$ cat config.mk
export PLATFORM = sky130hd
export DESIGN_NAME = timer_peripheral
export DESIGN_NICKNAME = d
export VERILOG_FILES = /design/src/rtl/timer_peripheral.sv
export SDC_FILE = /design/constraint.sdc
export NUM_CORES = 1
export LEC_CHECK = 0
export ABC_AREA = 1
export CORE_MARGIN = 3
export CORE_UTILIZATION = 49
export CTS_CLUSTER_SIZE = 8
export DETAILED_ROUTE_END_ITERATION = 8
export PLACE_DENSITY_LB_ADDON = 0.15
export SYNTH_ARGS = -nofsm -noshare
export SYNTH_HDL_FRONTEND = slang
export SYNTH_SLANG_ARGS = --single-unit
$ cat constraint.sdc
create_clock -name clk_ip -period 1.8 [get_ports clk_ip]
set_clock_uncertainty 0.05 [all_clocks]
set_input_delay 0.36 -clock clk_ip [delete_from_list [all_inputs] [get_ports clk_ip]]
set_output_delay 0.36 -clock clk_ip [all_outputs]
set_load 0.02 [all_outputs]
$ cat src/rtl/timer_peripheral.sv
// Memory-mapped down-counting timer with prescaler, auto-reload and a level IRQ.
// Four byte registers at BASE_ADDR..BASE_ADDR+3: CTRL, COUNT, RELOAD, STATUS.
module timer_peripheral #(
  parameter logic [7:0] BASE_ADDR = 8'h10
) (
  input  logic       clk_ip,
  input  logic       reset_ip,
  input  logic [7:0] addr_ip,
  input  logic [7:0] wr_data_ip,
  input  logic       wr_en_ip,
  input  logic       rd_en_ip,
  output logic [7:0] rd_data_op,
  output logic       irq_op
);

  typedef struct packed {
    logic [2:0] ps;
    logic       irq_en;
    logic       auto_reload;
    logic       en;
  } ctrl_t;

  ctrl_t      ctrl;
  logic [7:0] count;
  logic [7:0] reload;
  logic [7:0] prescaler;
  logic       ovf;

  logic       sel;
  logic [1:0] off;
  logic       wr_ctrl, wr_count, wr_reload, wr_status;
  logic       tick;
  logic       ovf_set;

  // 9-bit compare so a BASE_ADDR near 8'hFF never wraps into low addresses
  assign sel = ({1'b0, addr_ip} >= {1'b0, BASE_ADDR}) &&
               ({1'b0, addr_ip} <= ({1'b0, BASE_ADDR} + 9'd3));
  assign off = addr_ip[1:0] - BASE_ADDR[1:0];

  assign wr_ctrl   = wr_en_ip && sel && (off == 2'd0);
  assign wr_count  = wr_en_ip && sel && (off == 2'd1);
  assign wr_reload = wr_en_ip && sel && (off == 2'd2);
  assign wr_status = wr_en_ip && sel && (off == 2'd3);

  assign tick    = ctrl.en && (prescaler == ((8'd1 << ctrl.ps) - 8'd1));
  assign ovf_set = tick && (count == 8'd0);

  always_ff @(posedge clk_ip or posedge reset_ip) begin
    if (reset_ip) begin
      ctrl      <= '0;
      count     <= 8'd0;
      reload    <= 8'd0;
      prescaler <= 8'd0;
      ovf       <= 1'b0;
    end else begin
      prescaler <= (wr_ctrl || !ctrl.en || tick) ? 8'd0 : prescaler + 8'd1;

      // Clear first so a same-edge overflow set takes precedence
      if (wr_status && wr_data_ip[0])
        ovf <= 1'b0;

      if (tick) begin
        if (count != 8'd0)
          count <= count - 8'd1;
        else if (ctrl.auto_reload)
          count <= reload;
        else
          ctrl.en <= 1'b0;
      end
      if (ovf_set)
        ovf <= 1'b1;

      // Bus writes land last so they win over tick-side updates
      if (wr_ctrl)
        ctrl <= wr_data_ip[5:0];
      if (wr_count)
        count <= wr_data_ip;
      if (wr_reload)
        reload <= wr_data_ip;
    end
  end

  always_comb begin
    rd_data_op = 8'h00;
    if (rd_en_ip && sel) begin
      case (off)
        2'd0: rd_data_op = {2'b00, ctrl};
        2'd1: rd_data_op = count;
        2'd2: rd_data_op = reload;
        2'd3: rd_data_op = {7'd0, ovf};
        default: rd_data_op = 8'h00;
      endcase
    end
  end

  assign irq_op = ovf & ctrl.irq_en;

endmodule

== Word-level counts from Yosys, hierarchy flattened ==
Index checks and enable logic that the tools add are counted.

* Bits in registers: 31
* Bits of input ports: 20
* Output and inout bits: 9
* Logic and storage cells: 56

* Add/sub/neg operators: 3
* Magnitude comparators: 2
* Equal/unequal tests: 6
* Shifts and indexed selects: 1
* Mux-type cells: 13
* Bitwise gates (word level): 1
* Reduce and logical (&&, ||, !) cells: 22

{| class="wikitable"
|+ Operators by type and width
! operator !! count
|-
| 8-bit two-way mux || 6
|-
| 8-bit case mux with 4 select lines || 1
|-
| 8-bit by 1-bit subtractor with 8-bit output, second input constant || 2
|-
| 1-bit logical AND || 10
|-
| 8-bit by 1-bit adder with 8-bit output, second input constant || 1
|-
| 8-bit equality test || 1
|-
| 8-bit by 5-bit greater-or-equal comparator with 1-bit output, second input constant || 1
|-
| 8-bit by 5-bit less-or-equal comparator with 1-bit output, second input constant || 1
|-
| 8-bit zero test || 1
|-
| 8-bit nonzero test || 1
|-
| 1-bit by 3-bit << shifter with 8-bit output, first input constant || 1
|-
| 1-bit two-way mux || 6
|-
| 2-bit nonzero test || 3
|-
| 2-bit equality test, second input constant || 2
|-
| 3-bit AND reduction || 1
|-
| 3-bit nonzero test || 1
|-
| 2-bit by 1-bit equality test with 1-bit output, second input constant || 1
|-
| 2-bit zero test || 1
|-
| 1-bit logical OR || 2
|-
| 2-bit by 1-bit inequality test with 1-bit output, second input constant || 1
|-
| 2-bit inequality test, second input constant || 1
|-
| 2-bit AND reduction || 1
|-
| 1-bit bitwise AND || 1
|-
| 1-bit zero test || 1
|}

== Depth between registers and ports, before layout ==
* Depth in word-level cells: 7
* Mapped depth: 15
* Depth with buffers taken out: 14

== Worst setup path before layout ==
OpenSTA, ideal clock, no wires.

* Path type: reg2reg
* From: register ctrl[5] (netlist bit)
* To: register ctrl[0] (netlist bit)
* Setup time: 0.130 ns
* Arrival time: 1.718 ns
* Data required time: 1.620 ns
* Setup slack: -0.099 ns
* Cell stages (with the launch flop): 15
* Buffers on the path: 1
* Period minus slack after synthesis: 1.899 ns
* Cell sequence: dfrtp_1 -> buf_4 -> nor2_2 -> nand2_1 -> ha_1 -> inv_1 -> nand2_1 -> nand2_1 -> nand2_1 -> nand2_1 -> nand2_1 -> nor2_2 -> nand2_1 -> nand3_2 -> nand3_1

* Word-level cells in the longest chain between the ends: 6

{| class="wikitable"
|+ Ends and longest elaborated chain
! item !! line !! RTL
|-
| from (decl) || 23 || <nowiki>ctrl_t ctrl;</nowiki>
|-
| from (signal assigned) || 75 || <nowiki>ctrl <= wr_data_ip[5:0];</nowiki>
|-
| 1-bit by 3-bit << shifter with 8-bit output || 45 || <nowiki>assign tick = ctrl.en && (prescaler == ((8'd1 << ctrl.ps) - 8'd1));</nowiki>
|-
| 8-bit by 1-bit subtractor with 8-bit output || 45 ||
|-
| 8-bit equality test || 45 ||
|-
| 1-bit logical AND || 45 ||
|-
| 2-bit nonzero test (no source line) || n/a ||
|-
| 3-bit AND reduction (no source line) || n/a ||
|}

No other way between the ends.
A chain may end at the register's enable or synchronous reset.

== Worst setup path in the final report ==
Same ends and word-level chain as after synthesis.

==> results.md <==
| Parameter | This run |
|:---|:---|
| Number of setup violations in the final report | 18 |
| Horizontal extent of the die | 70.87 um |
| Transition time at the pin with the least slew margin | 0.3994 ns |
| Total GRT Usage | 25.67% |
| Path class of the lowest-slack min-delay path | in -> async |
| Unrepaired setup endpoints after global routing | yes |
| Seq/Total Area, Yosys | 37.62% |
| DP Wirelength | 4524 um |
| Flop pwr share | 29.9% |
| Sw Share | 42.79% |
| Synthesis-stage register bit count | 31 |
| Proportion of power drawn by combinational gates | 52.3% |
| Hold Buf Count CTS | 0 |
| Area added between synthesis and finish | 44.11% |
| Timing-limited maximum frequency | 0.5092 GHz |
| Largest buffer count on any clock path | 2 |
| Routed wire length | 6521 um |
| Wire length per cell after detailed routing | 15.17 um |
| Final Hold Violating Endpoints | 0 |
| Crit-path max cell delay | 0.40 ns |
| Cells along the critical path | nor2_4 > nand2_2 > buf_4 > buf_4 > buf_4 > nand2_1 > nand4_1 > nor2_4 > nand2_2 > nand3_4 > nand3_1 |
| Number of buffers added on ports | 28 |
| Global-route wire length before repair | 10260 um |
| Site row count | 22 |
| Yosys top cell by area | sky130_fd_sc_hd__dfrtp_1 |
| Final Worst Setup Slack | -0.1640 ns |
| Final design area excluding fillers | 2972 um^2 |
| Insertion delay to the later sink of the worst-skew pair | 0.29 ns |
| Synthesized netlist net count | 326 |
| Clock slew at the register clock pins of the worst setup and hold paths | 0.07 ns |
| Setup crit start kind | flop |
| Pin count of the biggest net entering global routing | 32 |
| Pwr per Cell Area | 1145 nW/um^2 |
| Y dimension of the die | 70.87 um |
| Leakage power of the design | 0.001506 uW |
| Clock share of power | 17.8% |
| Setup slack of the worst register-to-register path | -0.16 ns |
| Core box area | 3854 um^2 |
| CTS tree | done |
| P_int | 1946 uW |
| Arrival time worst endpoint | 2.07 ns |
| Share of post-route cells with drive strength above 1 | 28.80% |
| Detailed-route via count | 2370 |
| Total power of the final layout | 3401 uW |
| Placed inst area | 2709 um^2 |
| Area used by multi-input combinational logic | 1276 um^2 |
| Number of remaining DRC errors | 0 |
| Final Slew Violations | 0 |
| Post-synthesis cell type count | 28 |
| Root cell of the clock tree | sky130_fd_sc_hd__clkbuf_8 |
| Count of yosys warnings during synthesis | 0 |
| Logic depth of the worst register-to-register path | 11 |
| Layout net count | 405 |
| Capturing element type of the critical path | flop |
| Number of instances in the synthesized netlist | 302 |
| Sequential cell area | 777.0 um^2 |
| Starting density of the core | 53.51% |
| Routed Antenna Nets | 0 |
| Worst path bufs/invs | 3 |
| R2R Path Start | ctrl[5] |
| Number of detailed-routing iterations run before antenna repair | 6 |
| Routability congestion estimate | 1.005 |
| Sink Count | 31 |
| Time the worst path needs with I/O delays and setup | 1.964 ns |
| FILL cells | 268 |
| Switching power summed over all nets | 1455 uW |
| Crit-path max FO | 5 |
| Crit Path Class | reg -> reg |
| Total grt overflow | 0 |
| Drt initial violations | 208 |
| Number of global-route vias before repair | 2236 |
| Outcome | finished, violations left |
| Total inserted antenna cells | 0 |
| Required time at the endpoint of the critical path | 1.91 ns |
| Post-synthesis instance area | 2062 um^2 |
| Worst reg2reg endpoint | ctrl[0] |
| Clock H-tree levels | 2 |
| Clock buffer count from CTS | 5 |
| Post-synth top area share | 37.62% |
| Initial antenna violation count | 0 |
| Crit-path most repeated cell | sky130_fd_sc_hd__buf_4 |
| Largest cells by area after synthesis | sky130_fd_sc_hd__dfrtp_1, sky130_fd_sc_hd__nand2_1, sky130_fd_sc_hd__nand3_1, sky130_fd_sc_hd__inv_1, sky130_fd_sc_hd__o21ai_0 |
| DIE AREA | 5023 um^2 |
| Max IR drop VDD | 0.7684 mV |
| Final TNS setup | -2.315 ns |
| Setup WS pre-CTS | -0.8101 ns |
| Syn Area/Cell | 6.828 um^2 |
| Number of ports placed on the die boundary | 29 |
| Standard cell with the maximum stage delay on the critical path | sky130_fd_sc_hd__dfrtp_1 |
| Via count normalized by instance count | 5.512 |
| Number of max-cap violations | 0 |
| Remaining max-slew budget at the tightest pin | 73.37% |
| Fraction of the cycle the final worst path needs | 109.1% |
| Family with the most delay on the worst path | simple AND/OR/NAND/NOR gates |
| Failing checks | setup timing |
[cells in the final DEF, fill, tap and decap left out, drive strengths merged, types with 4 or more instances in the layout]
master / synthesis / routed
nand2: 99 / 99
ha: 4 / 4
nor2: 33 / 33
nand3: 33 / 35
clkdlybuf4s50: 0 / 10
o21ai: 21 / 21
buf: 5 / 58
inv: 40 / 40
dfrtp: 31 / 31
a21oi: 5 / 5
o211ai: 4 / 4
nand4: 6 / 6
nor3: 4 / 4
clkbuf: 1 / 9
xor2: 4 / 4
[per-stage QoR]
| step | cells | hold WS (ns) | utilization (%) |
|---|---|---|---|
| finish | 430 | 0.4156 | 77.11 |
| floorplan | 302 | 0.4030 | - |
| global placement | 413 | 0.4223 | 70.29 |
| global route | 430 | 0.4581 | 77.11 |
| CTS | 428 | 0.4336 | 74.71 |
| detailed placement | 413 | 0.4574 | 70.29 |
[worst max path at each step]
stage                from  slack [ns]  cells after the start             to
4_1_cts           ctrl[5]       -0.11                     10        ctrl[0]
2_1_floorplan     ctrl[5]       -0.02                     11        ctrl[0]
3_5_place_dp   addr_ip[1]       -0.81                      5  rd_data_op[1]
3_3_place_gp   addr_ip[1]       -0.78                      5  rd_data_op[1]
5_1_grt           ctrl[5]       -0.32                     14       count[3]
6_report          ctrl[5]       -0.16                     11        ctrl[0]
[layout make-up]
cell class | instances | share of cell area, %
Timing Repair Buffer | 76 | 20.38
Inverter | 40 | 5.137
Sequential cell | 31 | 26.15
Clock buffer | 8 | 3.368
Tap cell | 48 | 2.021
Multi-Input combinational cell | 227 | 42.95
[cell usage after synthesis (all sizes together)]
| library cell | instances |
|---|---|
| xnor2 | 2 |
| o211ai | 4 |
| inv | 40 |
| a21oi | 5 |
| ha | 4 |
| nand2 | 99 |
| xor2 | 4 |
| a31oi | 2 |
| buf | 5 |
| nor2 | 33 |
| dfrtp | 31 |
| o21bai | 1 |
| a221oi | 3 |
| or2 | 1 |
| clkbuf | 1 |
| nand3 | 33 |
| nor3 | 4 |
| o21ai | 21 |
| nand4 | 6 |
| o22ai | 3 |
[power groups by stage]
stage          Sequential (uW)  Clock, uW  Combinational (uW)
2_1_floorplan              990          0                1070
3_3_place_gp              1010          0                1520
3_5_place_dp              1010          0                1560
4_1_cts                   1000        610                1670
5_1_grt                   1040        642                1970
6_report                  1020        605                1780
[sequential cells by signal, indices dropped and copies added (netlist names)]
register,flops
reload,8
count,8
ovf,1
prescaler,8
ctrl,6
[worst reg2reg max path, stage by stage (launching register included)]
cell and delay (ns):
sky130_fd_sc_hd__dfrtp_1 0.40, sky130_fd_sc_hd__nor2_4 0.16, sky130_fd_sc_hd__nand2_2 0.09, sky130_fd_sc_hd__buf_4 0.13
sky130_fd_sc_hd__buf_4 0.12, sky130_fd_sc_hd__buf_4 0.12, sky130_fd_sc_hd__nand2_1 0.05, sky130_fd_sc_hd__nand4_1 0.14
sky130_fd_sc_hd__nor2_4 0.20, sky130_fd_sc_hd__nand2_2 0.13, sky130_fd_sc_hd__nand3_4 0.15, sky130_fd_sc_hd__nand3_1 0.09
[metal layers]
metal	part of all wire (%)	up-vias	GRT usage (%)
met3	5.7	27	5.398
met2	49	94	43.36
met1	42	1113	33.01
li1	-	1136	-
met5	0	-	0
met4	2.8	0	7.724
[cell families (layout without fill, tap and decap cells)]
family                   after synthesis  in the layout  share of synthesized area, %
AO/OA/AOI/OAI                         39             39                         10.92
buffers and inverters                 46            124                         8.799
XOR/XNOR                               6              6                         2.549
adder cells (fa/ha/maj)                4              4                         2.427
AND/OR/NAND/NOR                      176            178                         37.68
flip-flops                            31             31                         37.62
[timing repair]
item                                    4_1_cts  5_1_grt
endpoints found under the setup margin       37       31
hold endpoints to repair                      0        0
pin swaps                                    11        5
cloned                                        2        0
resized for setup                            69       24
setup buffers                                 5        2
(Power assumes the default switching activity.)
